$ cat config.mk
export PLATFORM = sky130hd
export DESIGN_NAME = pll_lock_supervisor
export DESIGN_NICKNAME = d
export VERILOG_FILES = /design/src/rtl/pll_lock_supervisor.sv
export SDC_FILE = /design/constraint.sdc
export NUM_CORES = 1
export LEC_CHECK = 0
export ABC_AREA = 0
export BUFFER_PORTS_ARGS = -buffer_cell sky130_fd_sc_hd__buf_2
export CORE_MARGIN = 5
export CORE_UTILIZATION = 30
export DETAILED_ROUTE_END_ITERATION = 16
export SLEW_MARGIN = 15
export SYNTH_ARGS = -nofsm -noshare
export SYNTH_HDL_FRONTEND = slang
export SYNTH_SLANG_ARGS = --single-unit
$ cat constraint.sdc
create_clock -name clk -period 2 [get_ports clk]
set_clock_uncertainty 0.05 [all_clocks]
set_input_delay 0.1 -clock clk [delete_from_list [all_inputs] [get_ports clk]]
set_output_delay 0.1 -clock clk [all_outputs]
set_load 0.02 [all_outputs]
$ cat src/rtl/pll_lock_supervisor.sv
// pll_lock_supervisor
//
// Sequences a Gowin PLLVR running from the 27 MHz reference clock. The block
// pulses the PLL RESET pin, waits for LOCK, and requires LOCK to stay stable
// before it releases the downstream system reset. A lock loss, a lock timeout
// or a software relock request resets the PLL and starts the sequence again.
//
// Optional feature (macro PLL_SUPERVISOR_STATS_EN):
//   relock_cnt   out 8  saturating count of RESET_PLL entries caused by a
//                       timeout, a lock loss or relock_req (the entry that
//                       follows rst is not counted)
//   timeout_seen out 1  sticky; set by any WAIT_LOCK timeout, cleared by rst
// With the macro undefined these ports and their registers do not exist.
//
// Ports:
//   clk        in  1  reference clock (PLL clkin)
//   rst        in  1  synchronous active-high reset
//   pll_lock   in  1  PLLVR LOCK, asynchronous to clk
//   relock_req in  1  single-cycle pulse that forces a PLL reset and relock
//   pll_rst    out 1  to PLLVR RESET; high holds the PLL in reset
//   sys_rst    out 1  downstream reset; low only while running
//   pll_ready  out 1  high only in RUN
//   state_o    out 2  current state (0 RESET_PLL, 1 WAIT_LOCK, 2 STABLE, 3 RUN)
module pll_lock_supervisor #(
  parameter int RST_CYCLES    = 16,
  parameter int LOCK_TIMEOUT  = 27000,
  parameter int STABLE_CYCLES = 256,
  parameter int CNT_W         = 16
) (
  input  logic       clk,
  input  logic       rst,
  input  logic       pll_lock,
  input  logic       relock_req,
  output logic       pll_rst,
  output logic       sys_rst,
  output logic       pll_ready,
  output logic [1:0] state_o
`ifdef PLL_SUPERVISOR_STATS_EN
  ,
  output logic [7:0] relock_cnt,
  output logic       timeout_seen
`endif
);

  typedef enum logic [1:0] {
    RESET_PLL = 2'd0,
    WAIT_LOCK = 2'd1,
    STABLE    = 2'd2,
    RUN       = 2'd3
  } state_t;

  localparam logic [CNT_W-1:0] RST_LAST     = CNT_W'(RST_CYCLES - 1);
  localparam logic [CNT_W-1:0] TIMEOUT_LAST = CNT_W'(LOCK_TIMEOUT - 1);
  localparam logic [CNT_W-1:0] STABLE_LAST  = CNT_W'(STABLE_CYCLES - 1);

  state_t           state;
  state_t           next_state;
  logic [CNT_W-1:0] cnt;
  logic [CNT_W-1:0] next_cnt;
  logic             lock_meta;
  logic             lock_s;
  logic             pll_rst_d;

  assign state_o = state;

  // Two-flop LOCK synchronizer. LOCK means nothing while the PLL is held in
  // reset and may glitch right after RESET falls, so the chain is kept clear
  // for the whole reset pulse plus one cycle. A fresh lock therefore always
  // needs the full two synchronizer cycles after that mask lifts.
  always_ff @(posedge clk) begin
    if (rst) begin
      lock_meta <= 1'b0;
      lock_s    <= 1'b0;
    end else if (pll_rst || pll_rst_d) begin
      lock_meta <= 1'b0;
      lock_s    <= 1'b0;
    end else begin
      lock_meta <= pll_lock;
      lock_s    <= lock_meta;
    end
  end

  // Next-state and counter logic. relock_req outranks every other condition,
  // and every transition clears the counter so it can never wrap.
  always_comb begin
    next_state = state;
    next_cnt   = cnt;
    case (state)
      RESET_PLL: begin
        if (relock_req) begin
          next_cnt = '0;
        end else if (cnt == RST_LAST) begin
          next_state = WAIT_LOCK;
          next_cnt   = '0;
        end else begin
          next_cnt = cnt + CNT_W'(1);
        end
      end
      WAIT_LOCK: begin
        if (relock_req) begin
          next_state = RESET_PLL;
          next_cnt   = '0;
        end else if (lock_s) begin
          next_state = STABLE;
          next_cnt   = '0;
        end else if (cnt == TIMEOUT_LAST) begin
          next_state = RESET_PLL;
          next_cnt   = '0;
        end else begin
          next_cnt = cnt + CNT_W'(1);
        end
      end
      STABLE: begin
        if (relock_req) begin
          next_state = RESET_PLL;
          next_cnt   = '0;
        end else if (!lock_s) begin
          next_state = WAIT_LOCK;
          next_cnt   = '0;
        end else if (cnt == STABLE_LAST) begin
          next_state = RUN;
          next_cnt   = '0;
        end else begin
          next_cnt = cnt + CNT_W'(1);
        end
      end
      RUN: begin
        if (relock_req || !lock_s) begin
          next_state = RESET_PLL;
          next_cnt   = '0;
        end
      end
      default: begin
        next_state = RESET_PLL;
        next_cnt   = '0;
      end
    endcase
  end

  // State register and registered outputs. Outputs are decoded from the next
  // state so they change on the same edge as state_o.
  always_ff @(posedge clk) begin
    if (rst) begin
      state     <= RESET_PLL;
      cnt       <= '0;
      pll_rst   <= 1'b1;
      pll_rst_d <= 1'b1;
      sys_rst   <= 1'b1;
      pll_ready <= 1'b0;
    end else begin
      state     <= next_state;
      cnt       <= next_cnt;
      pll_rst   <= (next_state == RESET_PLL);
      pll_rst_d <= pll_rst;
      sys_rst   <= (next_state != RUN);
      pll_ready <= (next_state == RUN);
    end
  end

`ifdef PLL_SUPERVISOR_STATS_EN
  // Relock statistics. Only transitions into RESET_PLL from another state
  // count, so a simultaneous lock loss and relock_req is a single event.
  always_ff @(posedge clk) begin
    if (rst) begin
      relock_cnt   <= 8'h00;
      timeout_seen <= 1'b0;
    end else begin
      if ((state != RESET_PLL) && (next_state == RESET_PLL) && (relock_cnt != 8'hFF)) begin
        relock_cnt <= relock_cnt + 8'h01;
      end
      if ((state == WAIT_LOCK) && !relock_req && !lock_s && (cnt == TIMEOUT_LAST)) begin
        timeout_seen <= 1'b1;
      end
    end
  end
`endif

endmodule

# Word level (Yosys, flattened, before mapping)
# Cells that the tools add are included.
# classes
addsub	1
n_eq_ne	9
n_mux	20
n_reduce_logical	6
# op_table
cell	n
$mux W16	9
$pmux W16 S4	1
$mux W2	9
$add A16 B1 Y16 const B	1
$eq A16 B15 Y1 const B	1
$eq A16 B4 Y1 const B	1
$eq A16 B8 Y1 const B	1
$pmux W2 S4	1
$eq A2 B2 Y1 const B	3
$logic_not A2 Y1	2
$ne A2 B2 Y1 const B	2
$eq A2 B1 Y1 const B	1
$logic_or A1 B1 Y1	2
$reduce_or A2 Y1	1
$logic_not A1 Y1	1
# word_totals
regBits	24
word_cells	44

# Longest topological paths before layout
# Gate-level depths: netlist of the first run.
# logic_depth
ltp_word	6
mapped_depth	7
ltp_nobuf	6

# Worst setup path before layout of the first run
# Ideal clock, no wire load.
# synth_path
path_kind	register to register
startpoint	register cnt[14]
endpoint	register cnt[8]
setup_time_ps	115
arrival_time_ps	1821
slack_ps	14
path_stages_with_launch	7
cell_sequence	dfxtp_1 -> or4b_1 -> nor3b_2 -> a31oi_1 -> o31ai_4 -> buf_6 -> nor2_1
# synth_between
elab_chain_cells	5
word_cells_on_any_way	12
cone_classes	eq/ne: 3; mux: 9
# synth_rtl
element	line_no	source
start, declared	58	logic [CNT_W-1:0] cnt;
start signal, assigned	152	cnt <= next_cnt;
$eq A16 B8 Y1 / $eq A16 B15 Y1 (equally long branches)	120, 106	
$mux W16, on equally long branches	120, 106	
$mux W16, on equally long branches	117, 103	
$mux W16, on equally long branches	114, 100	
$pmux W16 S4 *	88	case (state)
# Mark *: on every way between the ends. The rest lies on a longest branch, timed or not.
# A chain may end at the register's enable or synchronous reset.

# Final worst setup path of the first run
# layout_path
startpoint	register cnt[9]
endpoint	register cnt[5]
# The elaborated chain is that of the path after synthesis.

==> results.toml, run 1 <==
[floorplan]
die_w_um = 70.2
core_um2 = 3420
rows = 21
start_util_pct = 31.9
pin_count = 9
die_area_um2 = 4930
die_h_um = 70.2

[sta]
setup_viol = 0
final_hold_viol_count = 0
fin_hold_ws_ns = 0.0422
rsz0062_at_grt = "true"
fin_crit_sh_pct = 99.1
fmax_mhz = 505
maxSlewViolCount = 0
period_needed_ns = 1.98
max_slew.worst_pin.slew_ns = 0.424
slew_headroom_pct = 71.5

[cts]
cts.sinks = 24
cts_setup_buffers = 0
clock_latency_ns = 0.32
cts_tree = "done"
ctsLongestPathBuffers = 2
cts-buffers-inserted = 3
cts_root_buf = "clkbuf_4"
path_clk_slew_ns = 0.13
ctsHtreeMaxLevel = 1

[drt]
detail_route.wl_per_cell_um = 11.5
antenna_left = 0
first_iter_violations = 35
wirelength_mm = 2.21
drc = 0
vias = 908
dr.pass1.iters = 4
viasPerCell = 4.75

[logic_synthesis]
synth_warnings = 0
netlist_top_cells_area = "dfxtp_1, nor2_1, xnor2_1"
synth_edf_count = 0
synth.ff_latch_count = 24
synth_commonest_cells = "nor2_1, dfxtp_1, nand2_1, xnor2_1, xor2_1"
synth_ff_type = "dfxtp_1"
synth.distinct_cells = 32
synth_area_per_cell_um2 = 8.92
yosysMostFrequentCell = "nor2_1"
syn_area_um2 = 1090
synthCells = 122
yosys.area.top_type = "dfxtp_1"
async_flop_share_pct = 0
seq_area_frac_synth_pct = 44.1
syn_nets = 127
yosys.area.top_type_share_pct = 44.1

[global_routing]
grt_start_max_net_pins = 17
grt_overflow = 0
grtUsageTotal_pct = 9.79
antenna_found_initial = 0
grt_pass1_wl_mm = 3.98
grt_pass1_vias = 890

[layout]
nNetsFinal = 151
postLayoutCoreUtil_pct = 39.3
drive_gt1_share_pct = 20.0
diodes = 0
area_growth_pct = 23.4

[critical_path]
reg2reg_from = "cnt[9]"
worstPathRequired_ns = 2.17
r2r_setup_slack_ns = 0.02
crit_path_start_kind = "register"
critPathLaunch = "cnt[9]"
cp_max_fo = 16
crit_slowest_cell = "dfxtp_1"
crit_type = "reg -> reg"
path_cells = "nor4_1 > buf_4 > nor2b_1 > a31oi_2 > o31ai_4 > buf_12 > nor2_1"
max_stage_delay_ns = 0.37
worstPathArrival_ns = 2.15
critPathBufInv = 2
cp_top_family = "simple AND/OR/NAND/NOR gates"
cp-end-kind = "register"

[flow_run]
cap_violations = 0

[place]
place.gp.congestion = 0.772
io_buffers = 8
hpwl_mm = 1.62

[pwr]
peakVddDrop_uv = 292
power_density_nw_per_um2 = 570
leakage_nw = 0.483

[min_path]
worstHoldStart = "relock_req"
holdCritPathClass = "in -> reg"

[status]
status = "finished, final reports clean"
report_power, final:
| part | internal (W) | total [W] | switching (W) |
|---|---|---|---|
| clock | 0.000111 | 0.000253 | 0.000142 |
| sequential | 0.000480 | 0.000482 | 0.00000194 |
| combinational | 0.0000157 | 0.0000312 | 0.0000154 |
worst reg2reg max path, stage by stage (launching register included):
cell and delay [ns]:
dfxtp_1 0.37, nor4_1 0.30, buf_4 0.18, nor2b_1 0.26, a31oi_2 0.20, o31ai_4 0.29, buf_12 0.18, nor2_1 0.05
placed cells by master (no fill, tap or decap), types with 2 or more instances in the layout:
| cell type | instances |
|---|---|
| xor2_1 | 8 |
| and4_1 | 2 |
| or3_1 | 2 |
| nor4_1 | 3 |
| nand4_1 | 5 |
| xnor2_1 | 8 |
| nor3_1 | 2 |
| buf_4 | 8 |
| buf_2 | 8 |
| and2_1 | 3 |
| dlygate4sd3_1 | 3 |
| nand2_1 | 9 |
| dfxtp_1 | 24 |
| nor2_1 | 25 |
| nor2b_1 | 3 |
| nand3_1 | 5 |
| clkbuf_4 | 3 |
| inv_1 | 4 |
cell families (layout without fill, tap and decap cells):
group,after synthesis,in the layout,synth area share (%)
AOI/OAI and AO/OA,8,8,6.78
xor gates and xnor gates,16,16,12.9
adders and majority gates,1,1,1.15
buffers and inverters,5,28,2.41
DFF,24,24,44.1
muxes,1,1,0.920
and+or+nand+nor,67,67,31.7
path summary, 6_finish.rpt:
kind,to,cells past startpoint
hold reg to reg,lock_s,1
hold / removal,sys_rst,3
setup reg to reg,cnt[5],7
setup / recovery,cnt[5],7
through the flow:
step	instance area [µm²]	power (W)	TNS (ns)	setup slack (ns)	std cells
final	1340	0.000766	0	0.0185	191
after CTS	1320	0.000780	0	0.0198	191
after detailed placement	1250	0.000521	0	0.0460	184
after global placement	1250	0.000520	0	0.0971	184
after floorplan	1090	0.000510	0	0.0139	122
after global routing	1340	0.000809	-1.50	-0.111	191
cell type report:
| cell class | instances | area [µm²] |
|---|---|---|
| well taps | 46 | 57.6 |
| inverters | 4 | 15.0 |
| fillers | 346 | 2070 |
| flip-flops and latches | 24 | 480 |
| repair buffers | 20 | 150 |
| multi-input cells | 93 | 604 |
| clock buffers | 4 | 36.3 |
flip-flops by register name (all words and copies together) (netlist names):
| name | cells |
|---|---|
| pll_rst_d | 1 |
| pll_ready | 1 |
| lock_meta | 1 |
| pll_rst | 1 |
| cnt | 16 |
| state_o | 2 |
| lock_s | 1 |
| sys_rst | 1 |
layer usage:
layer / vias up / track usage, % / wire [µm]
li1: 469 / - / -
met1: 414 / 12.5 / 1070
met2: 21 / 15.0 / 1000
met3: 4 / 4.02 / 107
met4: 0 / 2.98 / 23
met5: - / 0 / 0
what timing repair did:
item | 4_1_cts | 5_1_grt
hold endpoints to repair | 3 | 0
setup endpoints to repair | 0 | 17
hold buffers | 3 | 0
resized for setup | 0 | 4
Note: power is estimated with default switching activity, not from simulation.
==> run 2, diff against run 1 <==
==> constraint.sdc (replaced) <==
create_clock -name clk -period 2.55 [get_ports clk]
set_clock_uncertainty 0.05 [all_clocks]
set_input_delay 0.1275 -clock clk [delete_from_list [all_inputs] [get_ports clk]]
set_output_delay 0.1275 -clock clk [all_outputs]
set_load 0.02 [all_outputs]
==> run 2 against run 1 <==
Compared with the run above:
- global-route usage decreased by 0.44 points
- sequential cell count unchanged
- wire length decreased by 2.3%
- clock power decreased by 20%
- design area decreased by 7.8%
- sequential share of layout area increased by 3.0 points
- total power decreased by 21%
- non-clock buffer count decreased by 9
- cell count decreased by 4.7%
- clock-buffer cell count unchanged
- critical path type unchanged
- critical endpoint is now cnt[1]
- largest power group unchanged
==> results.toml, run 2 (synthesis gave the netlist of run 1 again) <==
[pwr]
finalPower_w = 0.000602
peakVddDrop_uv = 246
leakage_nw = 0.424
power_density_nw_per_um2 = 486

[critical_path]
r2r_setup_slack_ns = 0.44
worstPathArrival_ns = 2.27
crit_path_start_kind = "register"
critPathLaunch = "cnt[2]"
reg2reg_from = "cnt[2]"
r2r_cells = 6
max_stage_delay_ns = 0.48
path_cells = "or4b_1 > nor3b_2 > a31oi_1 > o31ai_4 > buf_4 > nor2_1"
worstPathRequired_ns = 2.71
crit_slowest_cell = "or4b_1"
crit_type = "reg -> reg"
r2r_end = "cnt[1]"
cp-end-kind = "register"
cp_max_fo = 16

[global_routing]
grt_pass1_vias = 847
grt_overflow = 0
antenna_found_initial = 0
grt_use_met1_pct = 12.2
grt-busiest-layer = "met2"
grtUsageTotal_pct = 9.35
grtUsageMet3_pct = 3.44
grt_start_max_net_pins = 17
gr-usage-met2_pct = 14.4
grt_pass1_wl_mm = 3.73

[layout]
largest_reg_flops = 16
seqCellArea_um2 = 480
multi_input_area_um2 = 582
nFillCells = 351
final_common_cell = "nor2_1"
regMostFlops = "cnt"
final_cell_mix = "nor2_1, dfxtp_1, nand2_1"
drive_gt1_share_pct = 13.2
nNetsFinal = 142
area_growth_pct = 13.8
diodes = 0

[min_path]
holdCritPathClass = "in -> reg"
holdPathEnd = "state_o[1]"
worstHoldStart = "relock_req"
min_path_cells = 2

[floorplan]
start_util_pct = 31.9
die_w_um = 70.2
core_um2 = 3420
die_h_um = 70.2
pin_count = 9
rows = 21
die_area_um2 = 4930

[cts]
ctsLongestPathBuffers = 2
ctsHtreeMaxLevel = 1
cts_resized = 0
cts.sinks = 24
path_clk_slew_ns = 0.14
cts_tree = "done"
clock_latency_ns = 0.31
cts-buffers-inserted = 3
cts_root_buf = "clkbuf_4"
cts_hold_buffers = 1
cts_setup_buffers = 0

[drt]
detail_route.wl_per_cell_um = 11.8
antenna_left = 0
first_iter_violations = 48
dr.pass1.iters = 4
wirelength_mm = 2.16
vias = 892
viasPerCell = 4.90
drc = 0

[sta]
fin_crit_sh_pct = 82.8
final_hold_viol_count = 0
setup_viol = 0
fmax_mhz = 474
maxSlewViolCount = 0
slew_headroom_pct = 62.5
rsz0062_at_grt = "false"
fin_tns_setup_ns = 0
period_needed_ns = 2.11
max_slew.worst_pin.slew_ns = 0.557

[flow_run]
cap_violations = 0

[place]
hpwl_mm = 1.59
place.gp.congestion = 0.712
io_buffers = 8

[status]
status = "finished, final reports clean"
[run 2: cell count changes in the layout (fill, tap and decap cells not counted), sizes merged]
cell,change
buf,-8
dlygate4sd3,-1
[run 2: worst max-delay path by stage]
stage | to | slack (ns) | cells after the start
floorplan | cnt[8] | 0.56 | 6
global placement | cnt[12] | 0.51 | 6
detailed placement | cnt[1] | 0.45 | 6
CTS | cnt[1] | 0.43 | 6
global route | cnt[10] | 0.32 | 6
finish | cnt[1] | 0.44 | 6
[run 2: power breakdown]
part / internal [W] / switching (W) / total (W)
Sequential: 0.000377 / 0.00000166 / 0.000378
Combinational: 0.0000105 / 0.0000118 / 0.0000223
Clock: 0.0000872 / 0.000114 / 0.000202
Total: 0.000474 / 0.000128 / 0.000602
[run 2: layer usage]
metal / up-vias / part of all wire, %
li1: 451 / -
met1: 420 / 51
met2: 19 / 44
met3: 2 / 4.2
met4: 0 / 0.88
met5: - / 0
[run 2: through the flow]
| step | instance area, µm² | instances | worst slack (ns) | util (%) | hold WS [ns] |
|---|---|---|---|---|---|
| 2_1_floorplan | 1090 | 122 | 0.564 | - | 0.174 |
| 3_3_place_gp | 1180 | 176 | 0.515 | 34.6 | 0.289 |
| 3_5_place_dp | 1180 | 176 | 0.449 | 34.6 | 0.288 |
| 4_1_cts | 1230 | 181 | 0.428 | 36.0 | 0.00305 |
| 5_1_grt | 1240 | 182 | 0.323 | 36.3 | 0.00836 |
| 6_report | 1240 | 182 | 0.439 | 36.3 | 0.0204 |
[run 2: cell type report]
type / count / share of cell area [%]
Tap cell: 46 / 4.65
Multi-Input combinational cell: 93 / 47.0
Clock buffer: 4 / 2.93
Sequential cell: 24 / 38.8
Inverter: 4 / 1.21
Timing Repair Buffer: 11 / 5.45
[run 2: worst max-delay path: cells and delay by family (launching register included)]
kind | cells | cell delay, ns
flip-flops | 1 | 0.45
AO/OA/AOI/OAI | 2 | 0.43
buffers and inverters | 1 | 0.24
AND/OR/NAND/NOR | 3 | 0.85
